--- config.mk ---
export PLATFORM = sky130hd
export DESIGN_NAME = shift_sequencer_flat
export DESIGN_NICKNAME = d
export VERILOG_FILES = /design/src/rtl/shift_sequencer_if.sv /design/src/rtl/shift_sequencer.sv /design/src/flat_wrapper.sv
export SDC_FILE = /design/constraint.sdc
export NUM_CORES = 1
export LEC_CHECK = 0
export BUFFER_PORTS_ARGS = -buffer_cell sky130_fd_sc_hd__buf_2
export CORE_UTILIZATION = 43
export CTS_BUF_LIST = sky130_fd_sc_hd__clkbuf_2
export CTS_CLUSTER_SIZE = 8
export DETAILED_ROUTE_END_ITERATION = 8
export PLACE_DENSITY = 0.75
export SYNTH_ARGS = -nofsm -noshare
export SYNTH_HDL_FRONTEND = slang
export SYNTH_SLANG_ARGS = --single-unit
--- constraint.sdc ---
create_clock -name clk -period 1.7 [get_ports clk]
set_clock_uncertainty 0.05 [all_clocks]
set_input_delay 0.17 -clock clk [delete_from_list [all_inputs] [get_ports clk]]
set_output_delay 0.17 -clock clk [all_outputs]
set_load 0.05 [all_outputs]
--- src/rtl/shift_sequencer_if.sv ---
// Command channel between a requester and shift_sequencer.
// Carries one load/fill/shift-count command per handshake.
interface shift_sequencer_if #(
    parameter int N  = 3,
    parameter int CW = 2
) ();
    // Handshake: a command transfers on a rising clk edge where cmd_valid and
    // cmd_ready are both 1. cmd_ready never depends on cmd_valid. The payload
    // (cmd_data, cmd_fill, cmd_shifts) only has to be stable on that edge. When
    // cmd_ready is 0, the receiver ignores cmd_valid and the payload, and
    // nothing is buffered.
    logic          cmd_valid;
    logic          cmd_ready;
    logic [N-1:0]  cmd_data;
    logic [N-1:0]  cmd_fill;
    logic [CW-1:0] cmd_shifts;

    modport master (
        output cmd_valid,
        output cmd_data,
        output cmd_fill,
        output cmd_shifts,
        input  cmd_ready
    );

    modport slave (
        input  cmd_valid,
        input  cmd_data,
        input  cmd_fill,
        input  cmd_shifts,
        output cmd_ready
    );
endinterface

--- src/rtl/shift_sequencer.sv ---
// Drives a parallel-load/serial-shift register: load a word, shift in up to N
// fill bits LSB first, then hold the register by feeding its own Q back to D.
module shift_sequencer #(
    parameter int N  = 3,
    parameter int CW = 2
) (
    input  logic            clk,
    input  logic            rst,
    shift_sequencer_if.slave cmd,
    input  logic [N-1:0]    q_in,
    output logic [N-1:0]    D,
    output logic            in,
    output logic            shift,
    output logic            busy,
    output logic            done,
    output logic [1:0]      dbg_state
);

    localparam logic [1:0] ST_IDLE  = 2'd0;
    localparam logic [1:0] ST_LOAD  = 2'd1;
    localparam logic [1:0] ST_SHIFT = 2'd2;
    localparam logic [1:0] ST_DONE  = 2'd3;

    localparam logic [CW-1:0] N_CNT   = CW'(N);
    localparam logic [CW-1:0] CNT_ONE = CW'(1);

    logic [1:0]    state_q, state_d;
    logic [N-1:0]  data_q,  data_d;
    logic [N-1:0]  fill_q,  fill_d;
    logic [CW-1:0] cnt_q,   cnt_d;
    logic [CW-1:0] shifts_clamped;

    assign shifts_clamped = (cmd.cmd_shifts > N_CNT) ? N_CNT : cmd.cmd_shifts;

    always_comb begin
        state_d = state_q;
        data_d  = data_q;
        fill_d  = fill_q;
        cnt_d   = cnt_q;
        case (state_q)
            ST_IDLE: begin
                if (cmd.cmd_valid) begin
                    data_d  = cmd.cmd_data;
                    fill_d  = cmd.cmd_fill;
                    cnt_d   = shifts_clamped;
                    state_d = ST_LOAD;
                end
            end
            ST_LOAD: begin
                state_d = (cnt_q != '0) ? ST_SHIFT : ST_DONE;
            end
            ST_SHIFT: begin
                // fill_q[0] is on the serial input this cycle; expose the next bit.
                fill_d = fill_q >> 1;
                cnt_d  = cnt_q - CNT_ONE;
                if (cnt_q == CNT_ONE) begin
                    state_d = ST_DONE;
                end
            end
            default: begin
                state_d = ST_IDLE;
            end
        endcase
    end

    always_ff @(posedge clk) begin
        if (rst) begin
            state_q <= ST_IDLE;
            data_q  <= '0;
            fill_q  <= '0;
            cnt_q   <= '0;
        end else begin
            state_q <= state_d;
            data_q  <= data_d;
            fill_q  <= fill_d;
            cnt_q   <= cnt_d;
        end
    end

    // The register has no hold mode, so every non-load cycle reloads its own Q.
    always_comb begin
        D             = q_in;
        in            = 1'b0;
        shift         = 1'b0;
        busy          = 1'b1;
        done          = 1'b0;
        cmd.cmd_ready = 1'b0;
        case (state_q)
            ST_IDLE: begin
                busy          = 1'b0;
                cmd.cmd_ready = 1'b1;
            end
            ST_LOAD: begin
                D = data_q;
            end
            ST_SHIFT: begin
                shift = 1'b1;
                in    = fill_q[0];
            end
            default: begin
                done = 1'b1;
            end
        endcase
    end

    assign dbg_state = state_q;

endmodule

--- src/flat_wrapper.sv ---
// flat-port wrapper written by rule: the top's interface ports become plain ports
module shift_sequencer_flat 
#(
    parameter int N  = 3,
    parameter int CW = 2
)
  (clk, rst, q_in, D, in, shift, busy, done, dbg_state, cmd_cmd_valid, cmd_cmd_data, cmd_cmd_fill, cmd_cmd_shifts, cmd_cmd_ready);
  shift_sequencer_if #(.N(N), .CW(CW)) cmd_i ();
  input  logic clk;
  input  logic rst;
  input  logic [N-1:0] q_in;
  output logic [N-1:0] D;
  output logic in;
  output logic shift;
  output logic busy;
  output logic done;
  output logic [1:0] dbg_state;
  input wire logic [$bits(cmd_i.cmd_valid)-1:0] cmd_cmd_valid;
  input wire logic [$bits(cmd_i.cmd_data)-1:0] cmd_cmd_data;
  input wire logic [$bits(cmd_i.cmd_fill)-1:0] cmd_cmd_fill;
  input wire logic [$bits(cmd_i.cmd_shifts)-1:0] cmd_cmd_shifts;
  output wire logic [$bits(cmd_i.cmd_ready)-1:0] cmd_cmd_ready;
  assign cmd_i.cmd_valid = cmd_cmd_valid;
  assign cmd_i.cmd_data = cmd_cmd_data;
  assign cmd_i.cmd_fill = cmd_cmd_fill;
  assign cmd_i.cmd_shifts = cmd_cmd_shifts;
  assign cmd_cmd_ready = cmd_i.cmd_ready;
  shift_sequencer #(.N(N), .CW(CW)) u_core (.clk(clk), .rst(rst), .cmd(cmd_i), .q_in(q_in), .D(D), .in(in), .shift(shift), .busy(busy), .done(done), .dbg_state(dbg_state));
endmodule
## Word level (Yosys, flattened, before mapping)

Cells that the tools add are included.

- Add/sub/neg operators: 1
- $lt $le $gt $ge: 1
- Eq/ne operators: 5
- Muxes and demuxes: 15
- Reduce and logical (&&, ||, !) cells: 7

Operators with widths:

| operator | count |
|---|---|
| $mux 2 | 4 |
| $mux 1 | 6 |
| $mux 3 | 2 |
| $pmux 2 s3 | 1 |
| $pmux 3 s2 | 1 |
| $reduce_and 2->1 | 3 |
| $eq 2x1->1 const B | 2 |
| $pmux 2 s2 | 1 |
| $reduce_bool 2->1 | 2 |
| $reduce_or 3->1 | 1 |
| $eq 2x2->1 const B | 1 |
| $gt 2x2->1 const B | 1 |
| $logic_not 2->1 | 1 |
| $ne 2x1->1 const B | 1 |
| $ne 2x2->1 const B | 1 |
| $sub 2x1->2 const B | 1 |

- Register bits: 10
- Bits of input ports: 14

## Longest topological paths before layout

Gate-level depths: netlist of run 1.

- Word-level depth: 4
- Gate-level depth with buffers: 6

## Worst setup path after synthesis of run 1

OpenSTA, ideal clock, no wires.

- Path type: register -> register
- From: reg u_core.state_q[0] (netlist: u_core.dbg_state[0])
- To: reg u_core.state_q[0] (netlist: u_core.dbg_state[0])
- Library setup time: 0.070 ns
- Data arrival time: 2.186 ns
- Data required time: 1.580 ns
- Path slack: -0.607 ns
- Stages on the path, launching flop included: 7
- Path buffers: 1
- Cell sequence: dfxtp_1 > inv_1 > ha_1 > buf_6 > nor2b_4 > or4_1 > a21oi_1

- Word-level cells in the longest chain between the ends: 3
- Elaborated cells between the ends (all ways): 7
- Classes of those cells: eq/ne: 4; mux: 1; reduce/logical: 2

Ends and longest elaborated chain:

| item | RTL line | RTL |
|---|---|---|
| from (decl) | shift_sequencer.sv:27 | `logic [1:0] state_q, state_d;` |
| from (signal assigned) | shift_sequencer.sv:73 | `state_q <= state_d;` |
| $eq 2x2->1 / $logic_not 2->1 (equally long branches) | shift_sequencer.sv:40 | `case (state_q)` |
| $ne 2x1->1 (no line) / $ne 2x2->1 (equally long branches) | -- |  |
| $reduce_and 2->1 (no line) | -- |  |

Several ways; a longest one is shown, not always the timed one.
A chain may end at the register's enable or synchronous reset.

## Worst setup path in the final report of run 1

- From: reg u_core.state_q[1] (netlist: u_core.dbg_state[1])
- To: out D[1]

- Word-level cells in the longest chain between the ends: 2

Ends and longest elaborated chain:

| item | RTL line | RTL |
|---|---|---|
| $eq 2x1->1 | shift_sequencer.sv:88 | `case (state_q)` |
| $mux 3 | shift_sequencer.sv:88 |  |
| to (decl) | flat_wrapper.sv:12 | `output logic [N-1:0] D;` |

No other way between the ends.

==> results.ini, run 1 <==
[run_status]
outcome = finished, final reports clean

[floorplan]
die_h_um = 39.68
core.rowCount = 13
initial_core_util = 0.4634
die_w_um = 39.68
fp.dieArea_um2 = 1575
ioPinCount = 24
core_um2 = 1318

[synthesis]
syn_avg_cell_area_um2 = 9.113
ys_ff_latch = 10
synth_nets = 88
yosys.area.top_type_share = 0.3279
synth_area_leaders = dfxtp_1 33%, ha_1 14%, mux2_2 5.5%
yosysSeqAreaShare = 0.3279
syn_inst = 67
synth_warnings = 0
yosys.area.top_type = dfxtp_1
yosysUniqueCellTypes = 22
netlist_area_um2 = 610.6

[power]
ir_worst_vdd_uv = 749.0
switchingPower_w = 0.0007721
seqPwrFrac = 0.259
p_total_w = 0.001522
power_frac_comb = 0.647
clkPwrFrac = 0.094
leakage_nw = 0.3725
cellPowerDensity_nw_per_um2 = 1912
p_sw_frac = 0.5074
intPower_w = 0.0007496

[timing]
fin_ws_ps = 87.71
timing.fmax_ghz = 0.6202
setup-violations-final = 0
maxSlewHeadroom = 0.8359
max_slew.worst_pin.slew_ps = 247.8
finalMaxSlewViolations = 0
period_needed_ps = 1612
period_share = 0.9484
rsz0062_at_grt = false
finalHoldViolCount = 0

[setup_path]
critPathBufInv = 2
cp-start-kind = register
crit_start = u_core.dbg_state[1]$_SDFFE_PP0P_
end_kind = output pin
path_class = reg -> out
path_delay_family = flip-flops
worstPathArrival_ps = 1390
rr_worst_depth = 5
cp_slowest_stage_delay_ps = 390
crit_cells = 4
slowest_stage = dfxtp_4
worstPathRequired_ps = 1480
path_cells = inv_4 -> ha_4 -> mux2_2 -> buf_4
path_max_fanout = 6
reg2reg_from = u_core.dbg_state[0]$_SDFFE_PP0P_

[min_path]
hold_start = cmd_cmd_data[0]
hp-class = in -> reg
whs_path_depth = 3

[placed_design]
dp_hpwl_um = 846.4
gp_congestion = 0.6289
dp_slack_ps = 187.2
port_buffers = 23

[clock_network]
cts_root_buf = clkbuf_2
cts.sinks = 10
htreeDepth = 1
cts.path.max_buffers = 2
clk_latency_ps = 250
clkTransAtPathRegs_ps = 100
postCtsSetupBuffers = 0
cts_buffers = 3
cts_tree = done

[layout]
num_antenna_cells = 0
final_cell_mix = 20 x buf_2, 8 x dfxtp_1, 6 x inv_1, 6 x a21oi_1
nNetsFinal = 113
layout-drive-gt1-share = 0.4396
final_common_cell = buf_2
final_util = 0.6040
area_growth_pct = 30.33

[routing]
drc = 0
num_vias = 548
drtIter0Drc = 15
detail_route.first_pass.iterations = 4
avgViaCountPerCell = 5.170
detail-route-antenna-nets = 0
post_drt_wl_per_cell_um = 10.66
drt_wl_total_um = 1130

[flow_run]
max_cap_violations = 0

[global_route]
grt_max_degree = 12
grt_pass1_wl_um = 1628
grt_use_total = 0.1602
antenna_found_initial = 0
grt-ovfl-total = 0
grt_pass1_vias = 391

metal layers:
metal | track usage | wire length (um)
met5 | 0 | 0
met4 | 0.07759 | 12
met3 | 0.05114 | 86
met2 | 0.2377 | 530
met1 | 0.2048 | 501
final timing paths:
check | slack, ps | to
hold reg to reg | 410 | u_core.data_q[0]$_SDFFE_PP0P_
hold / removal | 120 | u_core.data_q[0]$_SDFFE_PP0P_
setup / recovery | 90 | D[1]
setup reg to reg | 160 | u_core.dbg_state[0]$_SDFFE_PP0P_
what timing repair did:
item | CTS | global route
endpoints found under the setup margin | 3 | 3
gates resized for setup | 4 | 1
gates cloned | 0 | 0
hold buffers | 0 | 0
cell type report:
class / count / area [um2]
fill: 122 / 521.8
timing repair buffer: 23 / 122.6
sequential: 10 / 207.7
multi-input combinational: 46 / 391.6
inverter: 8 / 35.03
tap: 15 / 18.77
clock buffer: 4 / 20.02
cell families (layout without fill, tap and decap cells):
| kind of cell | after synthesis | after routing | share of synthesized area |
|---|---|---|---|
| AOI/OAI and AO/OA | 15 | 15 | 0.1537 |
| adders and majority gates | 7 | 7 | 0.1434 |
| buffers and inverters | 11 | 35 | 0.09221 |
| DFF | 10 | 10 | 0.3279 |
| muxes | 7 | 7 | 0.1291 |
| and+or+nand+nor | 17 | 17 | 0.1537 |
cells in the mapped netlist, drive strengths merged:
library cell,n
a211oi,4
nand2b,1
dfxtp,10
or4,1
o32a,1
ha,7
buf,3
nand3,3
and2,1
mux2i,3
o21ai,3
inv,8
a31o,1
mux2,4
or3b,1
nor2,4
nor2b,2
nand2,4
a21oi,6
sequential cells by signal (all words and copies together) (netlist names):
name	count
u_core.cnt_q	2
u_core.data_q	3
u_core.dbg_state	2
u_core.fill_q	3
metrics by stage:
| stage | hold slack, ps | cells | instance area, um2 | TNS, ps |
|---|---|---|---|---|
| 2_1_floorplan | 267.5 | 67 | 648.1 | -29.86 |
| 3_3_place_gp | 382.1 | 102 | 755.7 | 0 |
| 3_5_place_dp | 383.4 | 102 | 755.7 | 0 |
| 4_1_cts | 114.2 | 106 | 785.8 | 0 |
| 5_1_grt | 109.9 | 106 | 795.8 | 0 |
| 6_report | 117.2 | 106 | 795.8 | 0 |
power groups by stage:
| stage | combinational [W] | sequential (W) | clock (W) |
|---|---|---|---|
| 2_1_floorplan | 0.000785 | 0.000457 | 0 |
| 3_3_place_gp | 0.000953 | 0.000392 | 0 |
| 3_5_place_dp | 0.000957 | 0.000398 | 0 |
| 4_1_cts | 0.000977 | 0.000393 | 0.000147 |
| 5_1_grt | 0.00108 | 0.000410 | 0.000165 |
| 6_report | 0.000984 | 0.000394 | 0.000144 |
worst min-delay path, stage by stage:
cell and delay, ps:
buf_2 100, nand3_1 60, a21oi_1 50
Note: power is estimated with default switching activity, not from simulation.
==> run 2, diff against run 1 <==
--- a/config.mk
+++ b/config.mk
@@ -5,12 +5,13 @@
 export SDC_FILE = /design/constraint.sdc
 export NUM_CORES = 1
 export LEC_CHECK = 0
-export BUFFER_PORTS_ARGS = -buffer_cell sky130_fd_sc_hd__buf_2
+export BUFFER_PORTS_ARGS = -buffer_cell sky130_fd_sc_hd__clkbuf_2
 export CORE_UTILIZATION = 43
 export CTS_BUF_LIST = sky130_fd_sc_hd__clkbuf_2
 export CTS_CLUSTER_SIZE = 8
 export DETAILED_ROUTE_END_ITERATION = 8
 export PLACE_DENSITY = 0.75
+export SKIP_CTS_REPAIR_TIMING = 1
 export SYNTH_ARGS = -nofsm -noshare
 export SYNTH_HDL_FRONTEND = slang
 export SYNTH_SLANG_ARGS = --single-unit
==> results.ini, run 2 (same netlist as run 1, synthesis figures left out) <==
[power]
cellPowerDensity_nw_per_um2 = 1942
ir_worst_vdd_uv = 726.9
leakage_nw = 0.3721
p_total_w = 0.001545

[clock_network]
clk_latency_ps = 260
cts.sinks = 10
cts_tree = done
cts_buffers = 3
htreeDepth = 1
cts_root_buf = clkbuf_2
cts.path.max_buffers = 2
clkTransAtPathRegs_ps = 130

[setup_path]
endpoint = D[1]
crit_cells = 4
r2r_slack_ps = 150
worstPathRequired_ps = 1480
reg2reg_from = u_core.dbg_state[0]$_SDFFE_PP0P_
rr_worst_depth = 5
slowest_stage = dfxtp_4
worstPathArrival_ps = 1410
crit_start = u_core.dbg_state[1]$_SDFFE_PP0P_
path_cells = inv_4 -> ha_4 -> mux2_2 -> buf_4
r2r_end = u_core.dbg_state[0]$_SDFFE_PP0P_
path_max_fanout = 6
end_kind = output pin
path_class = reg -> out
critPathBufInv = 2
path_delay_family = flip-flops
cp_slowest_stage_delay_ps = 400
cp-start-kind = register

[routing]
num_vias = 525
drt_wl_total_um = 1164
detail_route.first_pass.iterations = 4
post_drt_wl_per_cell_um = 10.98
detail-route-antenna-nets = 0
avgViaCountPerCell = 4.953
drtIter0Drc = 14
drc = 0

[layout]
final_cell_mix = 24 x clkbuf_2, 8 x dfxtp_1, 6 x inv_1, 6 x a21oi_1
layout-drive-gt1-share = 0.4396
nNetsFinal = 113
multi_input_area_um2 = 391.6
reg.largest.list = u_core.data_q (3), u_core.fill_q (3)
regArea_um2 = 207.7
design_area_um2 = 795.8
fillCellCount = 113
num_antenna_cells = 0
final_common_cell = clkbuf_2
area_growth_pct = 30.33

[timing]
finalHoldViolCount = 0
period_needed_ps = 1629
setup-violations-final = 0
timing.fmax_ghz = 0.6140
finalMaxSlewViolations = 0
period_share = 0.9581
rsz0062_at_grt = false
maxSlewHeadroom = 0.8169
max_slew.worst_pin.slew_ps = 275.8

[run_status]
outcome = finished, final reports clean

[floorplan]
core_um2 = 1318
die_w_um = 39.68
die_h_um = 39.68
core.rowCount = 13
initial_core_util = 0.4634
ioPinCount = 24
fp.dieArea_um2 = 1575

[global_route]
grt_max_degree = 12
grt_pass1_wl_um = 1835
antenna_found_initial = 0
grt-ovfl-total = 0
grt_use_total = 0.1729
grt_pass1_vias = 408

[placed_design]
port_buffers = 23
dpl_cell_area_um2 = 755.7
gp_congestion = 0.6716
dp_hpwl_um = 850.8

[min_path]
hp-class = in -> reg

[flow_run]
max_cap_violations = 0

==> run 2: cell count changes in the layout (fill, tap and decap cells not counted), sizes merged <==
cell / delta
buf: -20
clkbuf: +20
==> run 2: per-stage QoR <==
stage,hold slack [ps],utilization,std cells,setup TNS [ps],setup slack (ps)
2_1_floorplan,267.5,-,67,-29.86,-29.86
3_3_place_gp,364.2,0.5736,102,0,205.6
3_5_place_dp,371.0,0.5736,102,0,195.5
4_1_cts,110.6,0.5888,106,-215.2,-74.25
5_1_grt,99.85,0.6040,106,0,27.72
6_report,100.7,0.6040,106,0,71.27
==> run 2: routing by layer <==
layer	GRT usage	wire length, um
met1	0.2449	602
met2	0.2582	506
met3	0.05114	55
met4	0.02586	0
met5	0	0
==> run 2: layout make-up <==
cell class,count,area share
multi-input cells,46,0.4921
flip-flops and latches,10,0.2610
repair buffers,23,0.1541
inverters,8,0.04403
clock buffers,4,0.02516
well taps,15,0.02358
==> run 2: worst min-delay path, delay by kind of cell <==
| kind | cells | cell delay (ps) |
|---|---|---|
| buffers and inverters | 1 | 80 |
| AND/OR/NAND/NOR | 1 | 60 |
| AO/OA/AOI/OAI | 1 | 50 |
==> run 2: worst min path at each step <==
stage / end / from / depth (start not counted) / slack (ps)
3_5_place_dp: u_core.data_q[2]$_SDFFE_PP0P_ / cmd_cmd_data[2] / 3 / 370
2_1_floorplan: u_core.data_q[0]$_SDFFE_PP0P_ / cmd_cmd_data[0] / 2 / 270
3_3_place_gp: u_core.data_q[0]$_SDFFE_PP0P_ / cmd_cmd_data[0] / 3 / 360
6_report: u_core.data_q[1]$_SDFFE_PP0P_ / cmd_cmd_data[1] / 3 / 100
5_1_grt: u_core.data_q[2]$_SDFFE_PP0P_ / cmd_cmd_data[2] / 3 / 100
4_1_cts: u_core.data_q[2]$_SDFFE_PP0P_ / cmd_cmd_data[2] / 3 / 110
==> run 2: where the power goes <==
group / switching (W) / internal, W / leakage (nW)
clock network: 0.0000920 / 0.0000624 / 0.0166
registers: 0.0000793 / 0.000321 / 0.0837
logic: 0.000625 / 0.000366 / 0.272
total: 0.000796 / 0.000749 / 0.372
==> run 3, diff against run 2 <==
--- a/config.mk
+++ b/config.mk
@@ -10,7 +10,8 @@
 export CTS_BUF_LIST = sky130_fd_sc_hd__clkbuf_2
 export CTS_CLUSTER_SIZE = 8
 export DETAILED_ROUTE_END_ITERATION = 8
-export PLACE_DENSITY = 0.75
+export PLACE_DENSITY = 0.72
+export RECOVER_POWER = 100
 export SKIP_CTS_REPAIR_TIMING = 1
 export SYNTH_ARGS = -nofsm -noshare
 export SYNTH_HDL_FRONTEND = slang
==> constraint.sdc (replaced) <==
create_clock -name clk -period 1.53 [get_ports clk]
set_clock_uncertainty 0.05 [all_clocks]
set_input_delay 0.153 -clock clk [delete_from_list [all_inputs] [get_ports clk]]
set_output_delay 0.153 -clock clk [all_outputs]
set_load 0.05 [all_outputs]
==> results.ini, run 3 (same netlist as run 1, synthesis figures left out) <==
[clock_network]
cts_buffers = 3
cts.path.max_buffers = 2
cts.sinks = 10
cts_root_buf = clkbuf_2
htreeDepth = 1
clkTransAtPathRegs_ps = 120
cts_tree = done
clk_latency_ps = 260

[setup_path]
cp_slowest_stage_delay_ps = 410
path_delay_family = flip-flops
slowest_stage = dfxtp_4
worstPathArrival_ps = 1360
path_class = reg -> out
worstPathRequired_ps = 1330
path_cells = inv_4 -> ha_4 -> mux2_4 -> buf_8
path_max_fanout = 6
cp-start-kind = register
r2r_slack_ps = 10
end_kind = output pin
critPathBufInv = 2

[power]
switchingPower_w = 0.0009412
clkPwrFrac = 0.084
ir_worst_vdd_uv = 856.5
cellPowerDensity_nw_per_um2 = 2144
seqPwrFrac = 0.231
intPower_w = 0.0009578
leakage_nw = 0.4159
power_frac_comb = 0.685
p_sw_frac = 0.4956

[timing]
max_slew.worst_pin.slew_ps = 277.6
finalMaxSlewViolations = 0
setup-violations-final = 3
period_needed_ps = 1562
maxSlewHeadroom = 0.8158
period_share = 1.021
fin_ws_ps = -32.34
finalHoldViolCount = 0
timing.fmax_ghz = 0.6401
rsz0062_at_grt = true

[routing]
post_drt_wl_per_cell_um = 11.87
drt_wl_total_um = 1329
avgViaCountPerCell = 4.964
drtIter0Drc = 4
drc = 0
detail-route-antenna-nets = 0
detail_route.first_pass.iterations = 2
num_vias = 556

[layout]
final_cell_mix = 22 x clkbuf_2, 8 x dfxtp_1, 6 x inv_1
layoutNonFillerInstCount = 112
nNetsFinal = 119
final_common_cell = clkbuf_2
multi_input_area_um2 = 412.9
regArea_um2 = 207.7
reg.largest.list = u_core.data_q (3), u_core.fill_q (3)
num_antenna_cells = 0
fillCellCount = 102
area_growth_pct = 45.08
layout-drive-gt1-share = 0.4742

[run_status]
failed_checks = negative setup slack
outcome = finished, violations left

[floorplan]
initial_core_util = 0.4634
core_um2 = 1318
core.rowCount = 13
fp.dieArea_um2 = 1575
die_w_um = 39.68
die_h_um = 39.68
ioPinCount = 24

[global_route]
grt_use_total = 0.1739
grt_pass1_wl_um = 1738
grt_max_degree = 11
grt-ovfl-total = 0
grt_pass1_vias = 428
antenna_found_initial = 0

[min_path]
hp-class = in -> reg

[flow_run]
max_cap_violations = 0

[placed_design]
gp_congestion = 0.6455
dp_slack_ps = 30.88
dp_cells = 103
port_buffers = 23
dp_hpwl_um = 890.2

[run 3: changes by cell type in the layout (fill, tap and decap cells not counted), moves of 2 or more]
| cell | delta |
|---|---|
| buf_8 | +3 |
| mux2_2 | -3 |
| mux2_4 | +3 |
| buf_6 | +2 |
| clkbuf_1 | +2 |
| clkbuf_2 | -2 |
[run 3: metal layers]
layer,global-route usage,part of all wire
met3,0.05114,0.032
met2,0.2623,0.48
met4,0.1293,0.026
met5,0,0
met1,0.2034,0.46
[run 3: area by class of cell]
cell class,instances,share of cell area
Sequential cell,10,0.2345
Multi-Input combinational cell,46,0.4661
Clock buffer,3,0.01695
Clock inverter,1,0.004237
Timing Repair Buffer,29,0.2175
Inverter,8,0.03955
Tap cell,15,0.02119
[run 3: power groups by stage]
stage / combinational (W) / sequential (W) / clock [W]
after floorplan: 0.000872 / 0.000507 / 0
after global placement: 0.00107 / 0.000438 / 0
after detailed placement: 0.00108 / 0.000443 / 0
after CTS: 0.00109 / 0.000437 / 0.000163
after global routing: 0.00141 / 0.000453 / 0.000172
final: 0.00130 / 0.000438 / 0.000160
[run 3: path summary, 6_finish.rpt]
path                                                        from                                to  cells after the start
worst min-delay path                             cmd_cmd_data[2]     u_core.data_q[2]$_SDFFE_PP0P_                      3
worst min register to register     u_core.data_q[2]$_SDFFE_PP0P_     u_core.data_q[2]$_SDFFE_PP0P_                      2
worst max register to register  u_core.dbg_state[1]$_SDFFE_PP0P_  u_core.dbg_state[0]$_SDFFE_PP0P_                      5
worst max-delay path            u_core.dbg_state[1]$_SDFFE_PP0P_                              D[2]                      4
[run 3: per-stage QoR]
| stage | instance area, um2 | total power [W] | hold WS [ps] | utilization | setup TNS (ps) |
|---|---|---|---|---|---|
| finish | 885.9 | 0.001899 | 46.10 | 0.6724 | -92.21 |
| global route | 885.9 | 0.002037 | 51.00 | 0.6724 | -276.8 |
| CTS | 782.0 | 0.001689 | 45.80 | 0.5935 | -802.7 |
| detailed placement | 763.2 | 0.001524 | 350.1 | 0.5793 | 0 |
| global placement | 763.2 | 0.001511 | 344.9 | 0.5793 | 0 |
| floorplan | 648.1 | 0.001380 | 250.5 | - | -429.4 |
[run 3: worst register-to-register path: stages (launching register included)]
cell     delay (ps)
dfxtp_4         410
inv_4            50
ha_4            170
nor2b_4         130
or4_4           510
a21oi_2         140
